`src/rtl/display_arbiter_pkg.sv`:
```
// Shared types and helpers for the display arbiter.
// Optional blank gap between owners is enabled with the DISP_ARB_BLANK_EN macro.
package display_arbiter_pkg;

   localparam int VALUE_W = 32;

   typedef enum logic [1:0] {
      ARB_IDLE  = 2'd0,
      ARB_HOLD  = 2'd1,
      ARB_BLANK = 2'd2
   } arb_state_t;

   // Width of an index/counter able to hold 0..n-1, never narrower than one bit.
   function automatic int clog2_min1(input int n);
      return (n <= 2) ? 1 : $clog2(n);
   endfunction

   function automatic int max_int(input int a, input int b);
      return (a > b) ? a : b;
   endfunction

endpackage

```
`src/rtl/display_arbiter_if.sv`:
```
// Requester/display bundle between value producers and the display arbiter.
// Optional blank gap between owners is enabled with the DISP_ARB_BLANK_EN macro.
interface display_arbiter_if #(
   parameter int NREQ = 4
);
   import display_arbiter_pkg::*;

   localparam int OWNER_W = clog2_min1(NREQ);

   // req[i] is a level held for as long as requester i wants the display; gnt is the
   // registered one-hot answer, and value_out follows the granted value_in slice.
   logic [NREQ-1:0]         req;
   logic [VALUE_W*NREQ-1:0] value_in;
   logic [NREQ-1:0]         gnt;
   logic [OWNER_W-1:0]      owner;
   logic [VALUE_W-1:0]      value_out;
   logic                    busy;
   arb_state_t              state;

   modport master (
      output req, value_in,
      input  gnt, owner, value_out, busy, state
   );

   modport slave (
      input  req, value_in,
      output gnt, owner, value_out, busy, state
   );

endinterface

```
`src/rtl/display_arbiter_rr_picker.sv`:
```
// Combinational round-robin search: first set request strictly after pointer, wrapping.
// Optional blank gap between owners is enabled with the DISP_ARB_BLANK_EN macro.
module rr_picker #(
   parameter int NREQ  = 4,
   parameter int IDX_W = 2
) (
   input  logic [NREQ-1:0]  req,
   input  logic [IDX_W-1:0] pointer,
   output logic             found,
   output logic [IDX_W-1:0] index
);

   int cand;

   always_comb begin
      found = 1'b0;
      index = '0;
      cand  = 0;
      // The pointer itself is scanned last so the current holder loses ties.
      for (int off = 1; off <= NREQ; off++) begin
         cand = (int'(pointer) + off) % NREQ;
         if (!found && req[IDX_W'(cand)]) begin
            found = 1'b1;
            index = IDX_W'(cand);
         end
      end
   end

endmodule

```
`src/rtl/display_arbiter.sv`:
```
// Round-robin owner of the shared 8-digit display with a minimum hold per owner.
// Define DISP_ARB_BLANK_EN to insert a blank gap of BLANK_CYCLES between owners.
module display_arbiter
   import display_arbiter_pkg::*;
#(
   parameter int NREQ         = 4,
   parameter int HOLD_CYCLES  = 50000000,
   parameter int BLANK_CYCLES = 5000000
) (
   input  logic            clk,
   input  logic            reset,
   display_arbiter_if.slave bus
);

   localparam int IDX_W = clog2_min1(NREQ);
   localparam int CNT_W = clog2_min1(max_int(HOLD_CYCLES, BLANK_CYCLES));

   arb_state_t           state_q, state_d;
   logic [NREQ-1:0]      gnt_q, gnt_d;
   logic [IDX_W-1:0]     owner_q, owner_d;
   logic [VALUE_W-1:0]   value_q, value_d;
   logic                 busy_q, busy_d;
   logic [CNT_W-1:0]     cnt_q, cnt_d;
   logic [IDX_W-1:0]     ptr_q, ptr_d;

   logic [IDX_W-1:0]     pick_ptr;
   logic                 found;
   logic [IDX_W-1:0]     pick_idx;
   logic                 owner_req;
   logic                 others;
   logic                 do_grant;
   logic [VALUE_W-1:0]   winner_value;
   logic [VALUE_W-1:0]   owner_value;

   // While holding, the search starts after the owner so a release hands over in RR order.
   assign pick_ptr = (state_q == ARB_HOLD) ? owner_q : ptr_q;

   rr_picker #(
      .NREQ  (NREQ),
      .IDX_W (IDX_W)
   ) u_picker (
      .req     (bus.req),
      .pointer (pick_ptr),
      .found   (found),
      .index   (pick_idx)
   );

   assign owner_req    = bus.req[owner_q];
   assign others       = |(bus.req & ~gnt_q);
   assign winner_value = bus.value_in[pick_idx*VALUE_W +: VALUE_W];
   assign owner_value  = bus.value_in[owner_q*VALUE_W +: VALUE_W];

   always_ff @(posedge clk or posedge reset) begin
      if (reset) begin
         state_q <= ARB_IDLE;
         gnt_q   <= '0;
         owner_q <= '0;
         value_q <= '0;
         busy_q  <= 1'b0;
         cnt_q   <= '0;
         ptr_q   <= IDX_W'(NREQ - 1);
      end else begin
         state_q <= state_d;
         gnt_q   <= gnt_d;
         owner_q <= owner_d;
         value_q <= value_d;
         busy_q  <= busy_d;
         cnt_q   <= cnt_d;
         ptr_q   <= ptr_d;
      end
   end

   always_comb begin
      state_d  = state_q;
      gnt_d    = gnt_q;
      owner_d  = owner_q;
      value_d  = value_q;
      busy_d   = busy_q;
      cnt_d    = cnt_q;
      ptr_d    = ptr_q;
      do_grant = 1'b0;

      case (state_q)
         ARB_IDLE: begin
            if (found) do_grant = 1'b1;
         end

         ARB_HOLD: begin
            if (!owner_req || ((cnt_q == '0) && others)) begin
               ptr_d = owner_q;
               if (found) begin
`ifdef DISP_ARB_BLANK_EN
                  state_d = ARB_BLANK;
                  gnt_d   = '0;
                  busy_d  = 1'b1;
                  value_d = '0;
                  cnt_d   = CNT_W'(BLANK_CYCLES - 1);
`else
                  do_grant = 1'b1;
`endif
               end else begin
                  state_d = ARB_IDLE;
                  gnt_d   = '0;
                  busy_d  = 1'b0;
               end
            end else begin
               // Saturating at zero keeps the owner until someone else asks.
               value_d = owner_value;
               if (cnt_q != '0) cnt_d = cnt_q - CNT_W'(1);
            end
         end

`ifdef DISP_ARB_BLANK_EN
         ARB_BLANK: begin
            if (cnt_q != '0) begin
               cnt_d = cnt_q - CNT_W'(1);
            end else if (found) begin
               do_grant = 1'b1;
            end else begin
               state_d = ARB_IDLE;
               busy_d  = 1'b0;
            end
         end
`endif

         default: begin
            state_d = ARB_IDLE;
            gnt_d   = '0;
            busy_d  = 1'b0;
         end
      endcase

      if (do_grant) begin
         state_d         = ARB_HOLD;
         gnt_d           = '0;
         gnt_d[pick_idx] = 1'b1;
         owner_d         = pick_idx;
         value_d         = winner_value;
         busy_d          = 1'b1;
         cnt_d           = CNT_W'(HOLD_CYCLES - 1);
      end
   end

   assign bus.gnt       = gnt_q;
   assign bus.owner     = owner_q;
   assign bus.value_out = value_q;
   assign bus.busy      = busy_q;
   assign bus.state     = state_q;

endmodule
```
`src/flat_wrapper.sv`:
```
// flat-port wrapper written by rule: the top's interface ports become plain ports
module display_arbiter_flat import display_arbiter_pkg::*;
#(
   parameter int NREQ         = 4,
   parameter int HOLD_CYCLES  = 50000000,
   parameter int BLANK_CYCLES = 5000000
)
  (clk, reset, bus_req, bus_value_in, bus_gnt, bus_owner, bus_value_out, bus_busy, bus_state);
  display_arbiter_if #(.NREQ(NREQ)) bus_i ();
  input  logic clk;
  input  logic reset;
  input wire logic [$bits(bus_i.req)-1:0] bus_req;
  input wire logic [$bits(bus_i.value_in)-1:0] bus_value_in;
  output wire logic [$bits(bus_i.gnt)-1:0] bus_gnt;
  output wire logic [$bits(bus_i.owner)-1:0] bus_owner;
  output wire logic [$bits(bus_i.value_out)-1:0] bus_value_out;
  output wire logic [$bits(bus_i.busy)-1:0] bus_busy;
  output wire logic [$bits(bus_i.state)-1:0] bus_state;
  assign bus_i.req = bus_req;
  assign bus_i.value_in = bus_value_in;
  assign bus_gnt = bus_i.gnt;
  assign bus_owner = bus_i.owner;
  assign bus_value_out = bus_i.value_out;
  assign bus_busy = bus_i.busy;
  assign bus_state = bus_i.state;
  display_arbiter #(.NREQ(NREQ), .HOLD_CYCLES(HOLD_CYCLES), .BLANK_CYCLES(BLANK_CYCLES)) u_core (.clk(clk), .reset(reset), .bus(bus_i));
endmodule
```
`config.mk`:
```
export PLATFORM = sky130hd
export DESIGN_NAME = display_arbiter_flat
export DESIGN_NICKNAME = d
export VERILOG_FILES = /design/src/rtl/display_arbiter_pkg.sv /design/src/rtl/display_arbiter_if.sv /design/src/rtl/display_arbiter_rr_picker.sv /design/src/rtl/display_arbiter.sv /design/src/flat_wrapper.sv
export SDC_FILE = /design/constraint.sdc
export NUM_CORES = 1
export LEC_CHECK = 0
export ABC_CLOCK_PERIOD_IN_PS = 6100
export CORE_AREA = 2 2 98 100
export DETAILED_ROUTE_END_ITERATION = 7
export DIE_AREA = 0 0 100 102
export GPL_TIMING_DRIVEN = 0
export PLACE_DENSITY = 0.84
export SLEW_MARGIN = 20
export SYNTH_ARGS = -nofsm -noshare
export SYNTH_HDL_FRONTEND = slang
export SYNTH_SLANG_ARGS = --single-unit
```
`constraint.sdc`:
```
create_clock -name clk -period 6.1 [get_ports clk]
set_clock_uncertainty 0.15 [all_clocks]
set_input_delay 0.915 -clock clk [delete_from_list [all_inputs] [get_ports clk]]
set_output_delay 0.915 -clock clk [all_outputs]
set_load 0.01 [all_outputs]
```
# Yosys cells after proc, flatten, opt, wreduce, memory -nomap -nowiden
# Index checks and enable logic that the tools add are counted.
[op_classes]
addsub = 5
order_cmp = 7
n_eq_ne = 5
shifts = 2
mux = 47
bitwise_logic = 2
n_reduce_logical = 20
[ops]
columns = ["cell", "count"]
rows = [
  ["128-bit by 8-bit variable part select with 32-bit output", 2],
  ["26-bit 2-to-1 mux", 4],
  ["32-bit 2-to-1 mux", 3],
  ["26-bit zero test", 1],
  ["26-bit nonzero test", 1],
  ["26-bit by 1-bit subtractor with 26-bit output, second input constant", 1],
  ["1-bit 2-to-1 mux", 19],
  ["2-bit by 4-bit < comparator with 1-bit output, second input constant", 4],
  ["2-bit 2-to-1 mux", 8],
  ["4-bit 2-to-1 mux", 3],
  ["1-bit binary-select mux with 2-bit select", 5],
  ["4-bit one-hot mux with 2 select lines", 1],
  ["2-bit by 3-bit < comparator with 1-bit output, second input constant", 2],
  ["3-bit AND reduction", 2],
  ["1-bit logical AND", 5],
  ["2-bit by 1-bit adder with 2-bit output, second input constant", 2],
  ["2-bit adder, second input constant", 2],
  ["4-bit bitwise AND", 1],
  ["1-bit zero test", 4],
  ["2-bit by 1-bit inequality test with 1-bit output, second input constant", 2],
  ["4-bit NOT", 1],
  ["1-bit one-hot mux with 2 select lines", 2],
  ["2-bit one-hot mux with 2 select lines", 1],
  ["2-bit AND reduction", 2],
  ["other kinds (9)", 10],
]
[totals]
register_bits = 69
in_bits = 134
out_inout_bits = 41
wordCells = 95

# Depth between registers and ports, before layout
# Gate-level depths: netlist of run 1.
[logic_depth]
depth_word = 21
mapped_depth = 12
depth_no_buf = 9

# By module
# Synthesis of run 1 repeated with hierarchy kept, for this count alone.
[unflattened]
cells_unflattened = 437
area_unflattened_um2 = 4669.5
[modules_own_cells]
columns = ["mod", "n_inst", "cells_per_inst", "area_each_um2", "seq_area_each_um2"]
rows = [
  ["display_arbiter", 1, 423, 4578.1, 1679.1],
  ["rr_picker", 1, 14, 91.3, 0.0],
]

# Worst setup path before layout of run 1
# No wires, ideal clock.
[synth_timing]
path_type = "in2reg"
start = "in bus_req[3]"
end = "reg u_core.value_q[21] (netlist: u_core.bus.value_out[21])"
setup_time_ps = 133
t_arrival_ps = 2615
t_required_ps = 5817
slack_ps = 3202
cell_stages = 9
n_path_buf = 3
cell_sequence = "mux4_2 and2_1 clkbuf_1 o211ai_1 buf_4 buf_4 a21boi_0 a311oi_1 a211oi_2"
[synth_via]
elab_chain_len = 18
word_cells_on_any_way = 41
cone_classes = "1 x eq/ne; 1 x shift; 26 x mux; 1 x bitwise; 12 x reduce/logical"
[synth_rtl]
columns = ["item", "line", "rtl"]
rows = [
  ["from (decl)", "flat_wrapper.sv:12", "input wire logic [$bits(bus_i.req)-1:0] bus_req;"],
  ["parallel branches: the longest is 18 deep, another holds 1-bit binary-select mux with 2-bit select", "-", ""],
  ["to (signal assigned)", "display_arbiter.sv:66", "value_q <= value_d;"],
  ["to (decl)", "display_arbiter.sv:21", "logic [VALUE_W-1:0] value_q, value_d;"],
]
# Several ways; the timed one is not identified. The select of a mux whose other input is x is not followed.
# A chain may end at the register's enable or synchronous reset.

# Final worst setup path of run 1
[layout_timing]
start = "in bus_req[2]"
end = "reg u_core.value_q[10] (netlist: u_core.bus.value_out[10])"
# The elaborated chain is that of the path after synthesis.

==> flow_summary_export.csv, run 1 <==
group,metric,value,unit
placed_design,gp_congestion,0.875,
critical_path,worst_setup_path_end_kind,"flop",
critical_path,arrival,3.53,ns
power,p_leak,0.00241,uW
grt,grt.overflow.total,0,
cells_and_area,fin_cells,720,
clock_tree,cts_tree,"yes",
worst_hold_path,whs_path_depth,2,
sta,maxSlewViolCount,0,
power,ir_drop,0.208,mV
drt,via_per_inst,5.75,
die,dieArea,10200,um2
placed_design,portBuffers,173,
die,rows,35,
placed_design,post-dp-hpwl,10.5,mm
die,initial_core_util,46.0,%
drt,ant_nets,0,
clock_tree,ctsHtreeMaxLevel,3,
clock_tree,numCtsBuffers,9,
flow_run,drv_cap,0,
cells_and_area,antenna-diode-count,0,
run_status,status,"completed",
critical_path,rr_worst_depth,9,
grt,grt_start_max_net_pins,50,
drt,vias,4143,
synth,ys_types,58,
power,powerDensity,423,nW/um2
clock_tree,clock_path_buffers,2,
die,die_h,102,um
grt,antenna_found_initial,0,
clock_tree,path_clk_slew,0.07,ns
synth,synth_most_common_cell,"dfrtp_1",
sta,period_share,57.0,%
worst_hold_path,hold_path_class,"flop to flop",
synth,ys.flop_type,"dfrtp_1",
sta,rsz0062_at_grt,"false",
sta,slew_headroom,51.2,%
synth,yosys_warnings,0,
sta,hold_violations,0,
synth,synthTopCellsByCount,"dfrtp_1 (65), nor2_1 (53), mux2i_1 (34)",
die,die_w,100,um
drt,wl,13.6,mm
cells_and_area,num-fill-cells,717,
sta,tns,0,ns
synth,syn_nets,554,
sta,period_needed,3.48,ns
clock_tree,cts_setup_buffers,0,
drt,drc,0,
die,coreArea,9110,um2
critical_path,crit_path_start_kind,"primary input",
clock_tree,holdBufCountCts,0,
sta,fmax,288,MHz
die,ioPinCount,175,
grt,grt_pass1_wl,20.5,mm
synth,netlist_area,4190,um2
synth,ys_seq_elements,67,
critical_path,worstPathRequired,6.15,ns
synth,avgSynthCellArea,9.99,um2
drt,dr.first_iter.drc_count,261,
synth,yosysTopAreaCell,"dfrtp_1",
clock_tree,clk-insertion-delay-late,0.35,ns
synth,synth_area_leaders,"dfrtp_1 (39%), mux2i_1 (8.1%), a311oi_1 (6.7%)",
cells_and_area,syn_to_final_growth,50.5,%
synth,async_reset_ff_share,100,%
clock_tree,cts_sinks,67,
sta,setup-violations-final,0,
synth,yosysSeqAreaShare,40.1,%
critical_path,crit_type,"primary input to flop",
cells_and_area,nNetsFinal,739,
synth,syn_inst,419,
drt,drt-pass1-iter-count,5,
cells_and_area,drive_above_1_share,9.69,%
grt,track_usage,25.8,%
drt,post_drt_wl_per_cell,18.9,um
placed_design,dp_cells,704,
synth,synth_enable_flop_cells,0,
sta,tightest_slew,0.727,ns
clock_tree,post_cts_resize_count,0,
critical_path,crit_fanout,10,
clock_tree,cts_root_buf,"clkbuf_8",
synth,synth_top_area_share,38.8,%
grt,grt_pass1_vias,4038,
[critical path, stage by stage]
cell and delay [ns]:
clkdlybuf4s50_1 0.58, inv_1 0.06, mux2_1 0.30, a221o_1 0.42
a21o_1 0.20, a21oi_1 0.42, clkbuf_1 0.48, a211oi_1 0.15
[cell families (layout without fill, tap and decap cells)]
kind of cell / count (synthesis) / in the layout / synth area share (%)
compound gates: 134 / 134 / 25.8
simple gates: 119 / 119 / 14.9
flops: 67 / 67 / 40.1
buf+inv: 43 / 233 / 6.07
mux: 38 / 38 / 9.47
xor+xnor: 16 / 16 / 3.35
fa+ha+maj: 1 / 1 / 0.299
other cells: 1 / 1 / 0.0895
[layout by cell type (no fill, tap or decap), types with 3 or more instances in the layout]
| master | instances |
|---|---|
| nand2_1 | 20 |
| nand2b_1 | 5 |
| o21ai_0 | 10 |
| a211oi_1 | 26 |
| or4_1 | 3 |
| buf_4 | 5 |
| clkbuf_8 | 12 |
| or3_1 | 5 |
| clkdlybuf4s50_1 | 173 |
| o211ai_1 | 4 |
| nor2_1 | 53 |
| inv_1 | 8 |
| dfrtp_1 | 65 |
| nor4_1 | 6 |
| xnor2_1 | 9 |
| a211oi_2 | 6 |
| a21oi_1 | 7 |
| a21boi_0 | 32 |
| xor2_1 | 7 |
| a32o_1 | 4 |
| nand3_1 | 8 |
| buf_12 | 3 |
| a311oi_1 | 32 |
| mux2i_1 | 34 |
| clkbuf_1 | 15 |
| nor3_1 | 3 |
| buf_2 | 8 |
[final timing paths]
kind / slack [ns] / endpoint / start
min in group asynchronous: 0.71 / u_core.bus.gnt[0] / reset
setup reg to reg: 2.83 / u_core.bus.value_out[10] / u_core.cnt_q[0]
hold / removal: 0.39 / u_core.cnt_q[19] / u_core.cnt_q[19]
max in group asynchronous: 4.57 / u_core.cnt_q[11] / reset
setup / recovery: 2.62 / u_core.bus.value_out[10] / bus_req[2]
hold reg to reg: 0.39 / u_core.cnt_q[19] / u_core.cnt_q[19]
[area by class of cell]
class / count / area, um2 / share of cell area, %
tap: 111 / 139 / 2.20
timing repair buffer: 174 / 1760 / 27.9
inverter: 10 / 40.0 / 0.635
clock inverter: 4 / 47.5 / 0.755
multi-input combinational: 309 / 2250 / 35.8
clock buffer: 12 / 165 / 2.62
sequential: 67 / 1680 / 26.6
buffer: 33 / 216 / 3.44
[sequential cells by signal, indices dropped and copies added (netlist names)]
register              count
u_core.bus.gnt            4
u_core.cnt_q             26
u_core.bus.state          1
u_core.ptr_q              2
u_core.bus.value_out     32
u_core.bus.owner          2
[per-layer routing]
metal | up-vias | track usage (%) | share of wire [%]
met5 | - | 0 | 0
met2 | 166 | 43.3 | 51
met3 | 29 | 4.72 | 5.7
met1 | 1996 | 33.2 | 40
met4 | 0 | 10.6 | 3.0
li1 | 1952 | - | -
[power breakdown]
group,internal [uW],switching (uW),leakage (uW),total [uW]
clock,221,177,0.000108,398
sequential,598,95.7,0.000744,694
combinational,749,826,0.00156,1570
total,1570,1100,0.00241,2670
[stage by stage]
stage          util, %  worst slack, ns  area, um2  hold WS [ns]  total power, uW
2_1_floorplan        -             3.20       4190         0.326             1650
3_3_place_gp      66.5             2.13       6060         0.342             2210
3_5_place_dp      66.8             2.29       6090         0.366             2250
4_1_cts           69.2             2.67       6300         0.388             2650
5_1_grt           69.2             2.45       6300         0.411             2820
6_report          69.2             2.62       6300         0.387             2670
Note: power is estimated with default switching activity, not from simulation.
==> run 2: changes to the inputs <==
--- a/config.mk
+++ b/config.mk
@@ -5,12 +5,12 @@
 export SDC_FILE = /design/constraint.sdc
 export NUM_CORES = 1
 export LEC_CHECK = 0
-export ABC_CLOCK_PERIOD_IN_PS = 6100
-export CORE_AREA = 2 2 98 100
+export ABC_CLOCK_PERIOD_IN_PS = 3200
+export CORE_AREA = 2 2 101 103
 export DETAILED_ROUTE_END_ITERATION = 7
-export DIE_AREA = 0 0 100 102
+export DIE_AREA = 0 0 103 105
 export GPL_TIMING_DRIVEN = 0
-export PLACE_DENSITY = 0.84
+export PLACE_DENSITY = 0.8
 export SLEW_MARGIN = 20
 export SYNTH_ARGS = -nofsm -noshare
 export SYNTH_HDL_FRONTEND = slang
==> constraint.sdc (replaced) <==
create_clock -name clk -period 3.2 [get_ports clk]
set_clock_uncertainty 0.15 [all_clocks]
set_input_delay 0.48 -clock clk [delete_from_list [all_inputs] [get_ports clk]]
set_output_delay 0.48 -clock clk [all_outputs]
set_load 0.01 [all_outputs]
==> flow_summary_export.csv, run 2 (synthesis results as in run 1) <==
group,metric,value,unit
run_status,status,"completed",
grt,grt_pass1_vias,4199,
grt,grt_pass1_wl,21.0,mm
cells_and_area,final_common_cell,"clkdlybuf4s50_1",
die,die_h,105,um
sta,fmax,319,MHz
clock_tree,ctsHtreeMaxLevel,3,
sta,rsz0062_at_grt,"true",
power,ir_drop,0.428,mV
placed_design,gp_congestion,0.878,
flow_run,drv_cap,0,
grt,track_usage,24.8,%
cells_and_area,num-fill-cells,752,
critical_path,crit_path_start_kind,"flop",
power,p_leak,0.00249,uW
critical_path,crit_fanout,10,
worst_hold_path,hold_path_class,"primary input to asynchronous set/reset pin",
clock_tree,cts_tree,"yes",
cells_and_area,syn_to_final_growth,55.9,%
drt,via_per_inst,5.60,
power,p_seq_share,24.6,%
die,initial_core_util,43.4,%
drt,drt-pass1-iter-count,4,
sta,tightest_slew,0.780,ns
drt,dr.first_iter.drc_count,238,
grt,grt_start_max_net_pins,41,
critical_path,rr_worst_depth,11,
clock_tree,clk-insertion-delay-late,0.34,ns
cells_and_area,mostFrequentLayoutCells,"clkdlybuf4s50_1 (173), dfrtp_1 (65), nor2_1 (53)",
clock_tree,numCtsBuffers,9,
drt,post_drt_wl_per_cell,18.7,um
critical_path,worst_setup_path_end_kind,"flop",
clock_tree,clock_path_buffers,2,
cells_and_area,largest_reg_flops,32,
critical_path,worstPathRequired,3.27,ns
grt,antenna_found_initial,0,
critical_path,reg2reg_from,"u_core.cnt_q[1]",
power,p_comb_share,62.2,%
cells_and_area,nNetsFinal,750,
grt,grt.overflow.total,0,
power,p_int,3190,uW
sta,setup-violations-final,0,
sta,period_share,97.8,%
drt,wl,14.1,mm
power,power,5370,uW
placed_design,portBuffers,173,
cells_and_area,antenna-diode-count,0,
sta,period_needed,3.13,ns
power,p_sw,2170,uW
clock_tree,cts_root_buf,"clkbuf_8",
cells_and_area,fin_cells,752,
sta,hold_violations,0,
die,ioPinCount,175,
placed_design,post-dp-hpwl,10.4,mm
power,powerDensity,822,nW/um2
drt,drc,0,
critical_path,arrival,3.20,ns
clock_tree,cts_sinks,67,
power,swShare,40.5,%
sta,slew_headroom,47.7,%
die,coreArea,9640,um2
clock_tree,path_clk_slew,0.07,ns
power,pwr-share-clk,13.2,%
die,dieArea,10800,um2
die,rows,36,
sta,whs,0.337,ns
cells_and_area,drive_above_1_share,13.6,%
die,die_w,103,um
critical_path,r2r_slack,0.07,ns
critical_path,crit_type,"flop to flop",
critical_path,r2r-end,"u_core.bus.value_out[11]",
drt,vias,4211,
drt,ant_nets,0,
sta,maxSlewViolCount,0,
placed_design,dp_cells,726,
-- run 2: changes by cell type in the layout (fill, tap and decap cells not counted), moves of 3 or more --
cell / previous run / this run
buf_4: 5 / 10
a311oi_1: 32 / 28
a311oi_2: 0 / 4
clkbuf_2: 0 / 4
a211oi_1: 26 / 23
a211oi_2: 6 / 9
clkbuf_16: 0 / 3
-- run 2: final cells by class --
class / count / area (um2) / area share, %
Buffer: 33 / 228 / 3.49
Clock buffer: 13 / 159 / 2.43
Clock inverter: 2 / 35.0 / 0.537
Inverter: 10 / 40.0 / 0.613
Multi-Input combinational cell: 310 / 2330 / 35.7
Sequential cell: 67 / 1680 / 25.7
Tap cell: 133 / 166 / 2.55
Timing Repair Buffer: 184 / 1890 / 29.0
-- run 2: critical path, stage by stage (launching register included) --
cell and delay, ns:
dfrtp_1 0.42, inv_2 0.09, ha_4 0.13, or3b_4 0.40
nor4b_4 0.34, nand4_1 0.27, o211ai_1 0.20, buf_4 0.23
buf_4 0.18, a21boi_0 0.10, a311oi_1 0.42, a211oi_2 0.05
-- run 2: worst max path at each step --
stage / end / depth (start not counted) / start / slack (ns)
4_1_cts: u_core.bus.value_out[5] / 10 / u_core.cnt_q[0] / 0.003
5_1_grt: u_core.bus.value_out[11] / 11 / u_core.cnt_q[0] / -0.11
3_3_place_gp: u_core.bus.value_out[22] / 2 / reset / -0.29
6_report: u_core.bus.value_out[11] / 11 / u_core.cnt_q[1] / 0.07
2_1_floorplan: u_core.bus.value_out[10] / 8 / u_core.bus.state[0] / 0.50
3_5_place_dp: u_core.bus.value_out[5] / 9 / bus_req[3] / -0.23
-- run 2: repair_timing --
action / 4_1_cts / 5_1_grt
pin swaps: 0 / 19
hold buffers: 0 / 0
buffers inserted: 0 / 7
gates resized for setup: 1 / 22
setup endpoints to repair: 10 / 31
cloned: 0 / 4
-- run 2: power groups by stage --
stage	combinational (uW)	clock, uW	sequential [uW]
3_3_place_gp	2910	0	1310
4_1_cts	2970	719	1320
6_report	3340	707	1320
2_1_floorplan	1720	0	1420
5_1_grt	3560	775	1350
3_5_place_dp	2960	0	1330
-- run 2: per-layer routing --
metal	GRT usage (%)	routed length (um)	vias to the layer above	part of all wire (%)
li1	-	-	1980	-
met1	31.6	5680	2048	40
met2	41.8	7330	155	52
met3	4.75	756	28	5.4
met4	7.89	308	0	2.2
met5	0	0	-	0
-- run 2: per-stage QoR --
stage                     utilization (%)  area, um2  worst slack, ns  setup TNS [ns]
after detailed placement             63.4       6110           -0.227           -3.11
after global placement               63.1       6090           -0.290          -19.69
after floorplan                         -       4190            0.499               0
after CTS                            65.4       6300          0.00255               0
final                                67.7       6530           0.0698               0
after global routing                 67.7       6530           -0.105          -0.441
==> run 3: changes to the inputs <==
--- a/config.mk
+++ b/config.mk
@@ -6,12 +6,13 @@
 export NUM_CORES = 1
 export LEC_CHECK = 0
 export ABC_CLOCK_PERIOD_IN_PS = 3200
-export CORE_AREA = 2 2 101 103
+export CORE_AREA = 2 2 105 107
 export DETAILED_ROUTE_END_ITERATION = 7
-export DIE_AREA = 0 0 103 105
+export DIE_AREA = 0 0 107 109
 export GPL_TIMING_DRIVEN = 0
-export PLACE_DENSITY = 0.8
+export PLACE_DENSITY = 0.79
 export SLEW_MARGIN = 20
 export SYNTH_ARGS = -nofsm -noshare
 export SYNTH_HDL_FRONTEND = slang
+export SYNTH_HIERARCHICAL = 1
 export SYNTH_SLANG_ARGS = --single-unit
==> flow_summary_export.csv, run 3 <==
group,metric,value,unit
run_status,status,"completed",
synth,netlist_area,4670,um2
power,ir_drop,0.579,mV
sta,whs,0.243,ns
sta,slew_headroom,64.7,%
synth,yosysTopAreaCell,"dfrtp_1",
power,p_leak,0.00263,uW
cells_and_area,post-route-util,64.9,%
power,powerDensity,836,nW/um2
synth,async_reset_ff_share,100,%
sta,fmax,323,MHz
synth,synthTopCellsByCount,"dfrtp_1 (65), nor2_1 (52), mux2i_1 (36)",
drt,dr.first_iter.drc_count,230,
cells_and_area,nNetsFinal,758,
grt,track_usage,26.0,%
grt,grt_start_max_net_pins,57,
sta,tightest_slew,0.530,ns
drt,drt-pass1-iter-count,5,
sta,rsz0062_at_grt,"false",
cells_and_area,final_common_cell,"clkdlybuf4s50_1",
placed_design,portBuffers,173,
clock_tree,path_clk_slew,0.08,ns
sta,tns,0,ns
drt,drc,0,
clock_tree,holdBufCountCts,0,
placed_design,post-dp-hpwl,11.7,mm
synth,synth_top_area_share,34.8,%
synth,yosys_warnings,6,
clock_tree,clock_path_buffers,2,
synth,yosysSeqAreaShare,36.0,%
clock_tree,cts_sinks,67,
synth,ys_types,67,
drt,post_drt_wl_per_cell,20.0,um
synth,syn_nets,572,
critical_path,crit_fanout,10,
grt,antenna_found_initial,0,
drt,ant_nets,0,
die,initial_core_util,44.0,%
drt,wl,15.4,mm
synth,syn_inst,437,
placed_design,gp_congestion,0.835,
sta,maxSlewViolCount,0,
cells_and_area,largest_reg_flops,32,
synth,avgSynthCellArea,10.7,um2
die,rows,38,
sta,period_share,96.7,%
critical_path,arrival,3.16,ns
sta,hold_violations,0,
sta,setup-violations-final,0,
die,ioPinCount,175,
grt,grt_pass1_vias,4379,
flow_run,drv_cap,0,
sta,setup_ws,0.106,ns
critical_path,crit_path_start_kind,"flop",
synth,ys.flop_type,"dfrtp_1",
sta,period_needed,3.09,ns
drt,vias,4380,
worst_hold_path,hold_path_class,"primary input to asynchronous set/reset pin",
clock_tree,numCtsBuffers,9,
drt,via_per_inst,5.70,
die,die_h,109,um
synth,synth_enable_flop_cells,0,
cells_and_area,syn_to_final_growth,47.3,%
critical_path,worstPathRequired,3.27,ns
cells_and_area,antenna-diode-count,0,
critical_path,crit_type,"flop to flop",
grt,grt.overflow.total,0,
placed_design,preCtsSetupSlack,-0.366,ns
cells_and_area,mostFrequentLayoutCells,"clkdlybuf4s50_1 (173), dfrtp_1 (64), nor2_1 (52)",
cells_and_area,final_area,6880,um2
synth,ys_seq_elements,67,
cells_and_area,drive_above_1_share,21.2,%
clock_tree,clk-insertion-delay-late,0.34,ns
clock_tree,cts_root_buf,"clkbuf_8",
clock_tree,ctsHtreeMaxLevel,3,
clock_tree,cts_tree,"yes",
grt,grt_pass1_wl,23.7,mm
cells_and_area,num-fill-cells,850,
synth,synth_most_common_cell,"dfrtp_1",
synth,synth_area_leaders,"dfrtp_1 (35%), a221oi_2 (10%), a211oi_2 (8.0%)",
critical_path,r2r_slack,0.11,ns
critical_path,worst_setup_path_end_kind,"flop",
die,coreArea,10600,um2
placed_design,placed_area,6610,um2
die,die_w,107,um
die,dieArea,11700,um2
run 3: cell types whose count changed after synthesis, moves of 4 or more:
| cell | previous run | this run |
|---|---|---|
| a311oi_1 | 32 | 1 |
| buf_4 | 5 | 9 |
| a211oi_2 | 6 | 30 |
| buf_6 | 2 | 7 |
| a221oi_2 | 0 | 31 |
| o21ai_0 | 10 | 6 |
| clkbuf_1 | 15 | 10 |
| a211oi_1 | 26 | 2 |
run 3: worst max-delay path, stage by stage (launching register included):
cell      delay, ns
dfrtp_2        0.48
mux2_2         0.42
a21oi_1        0.17
a31oi_1        0.07
a21oi_2        0.18
nand2_1        0.08
a41oi_1        0.22
a32oi_1        0.13
nand3_1        0.19
buf_6          0.22
buf_4          0.25
mux2i_1        0.31
a211oi_2       0.10
run 3: timing repair:
item / 4_1_cts / 5_1_grt
setup endpoints to repair: 32 / 31
buffers inserted: 1 / 1
gates resized for setup: 2 / 3
pin swaps: 1 / 1
run 3: worst paths after layout:
| check | start | endpoint | cells after the start |
|---|---|---|---|
| worst max-delay path | u_core/bus.busy | u_core/bus.value_out[20] | 12 |
| worst min-delay path | reset | u_core/bus.value_out[31] | 2 |
| worst max register to register | u_core/bus.busy | u_core/bus.value_out[20] | 12 |
| worst min register to register | u_core/bus.gnt[0] | u_core/bus.gnt[0] | 1 |
| max in group asynchronous | reset | u_core/ptr_q[0] | 3 |
| min in group clk | u_core/bus.gnt[0] | u_core/bus.gnt[0] | 1 |
run 3: cell type report:
class / count / area, um2 / area share, %
inverter: 9 / 36.3 / 0.528
multi-input combinational: 328 / 2750 / 40.0
sequential: 67 / 1680 / 24.4
timing repair buffer: 176 / 1770 / 25.8
tap: 140 / 175 / 2.55
clock inverter: 5 / 100 / 1.46
buffer: 32 / 219 / 3.18
clock buffer: 11 / 141 / 2.06
run 3: kinds of logic after synthesis:
| logic type | synth area share [%] |
|---|---|
| and+or+nand+nor | 15.9 |
| AOI/OAI and AO/OA | 29.9 |
| DFF | 36.0 |
| muxes | 9.65 |
| buffers and inverters | 5.41 |
| xor gates and xnor gates | 2.81 |
| adders and majority gates | 0.268 |
| other | 0.0803 |
run 3: report_power, final:
| group | switching (uW) | internal (uW) | leakage [uW] | total, uW |
|---|---|---|---|---|
| clock | 331 | 537 | 0.000123 | 868 |
| combinational | 1910 | 1670 | 0.00176 | 3580 |
| sequential | 161 | 1140 | 0.000739 | 1300 |
run 3: per-stage QoR:
stage                     total power, uW  instances
after global routing                 6070        768
after detailed placement             4840        751
after CTS                            5740        767
final                                5750        768
after global placement               4750        750
after floorplan                      3620        437
run 3: layer usage:
metal / track usage [%] / share of wire [%]
met1: 34.4 / 42
met2: 44.4 / 50
met3: 4.36 / 5.9
met4: 6.86 / 1.6
met5: 0 / 0
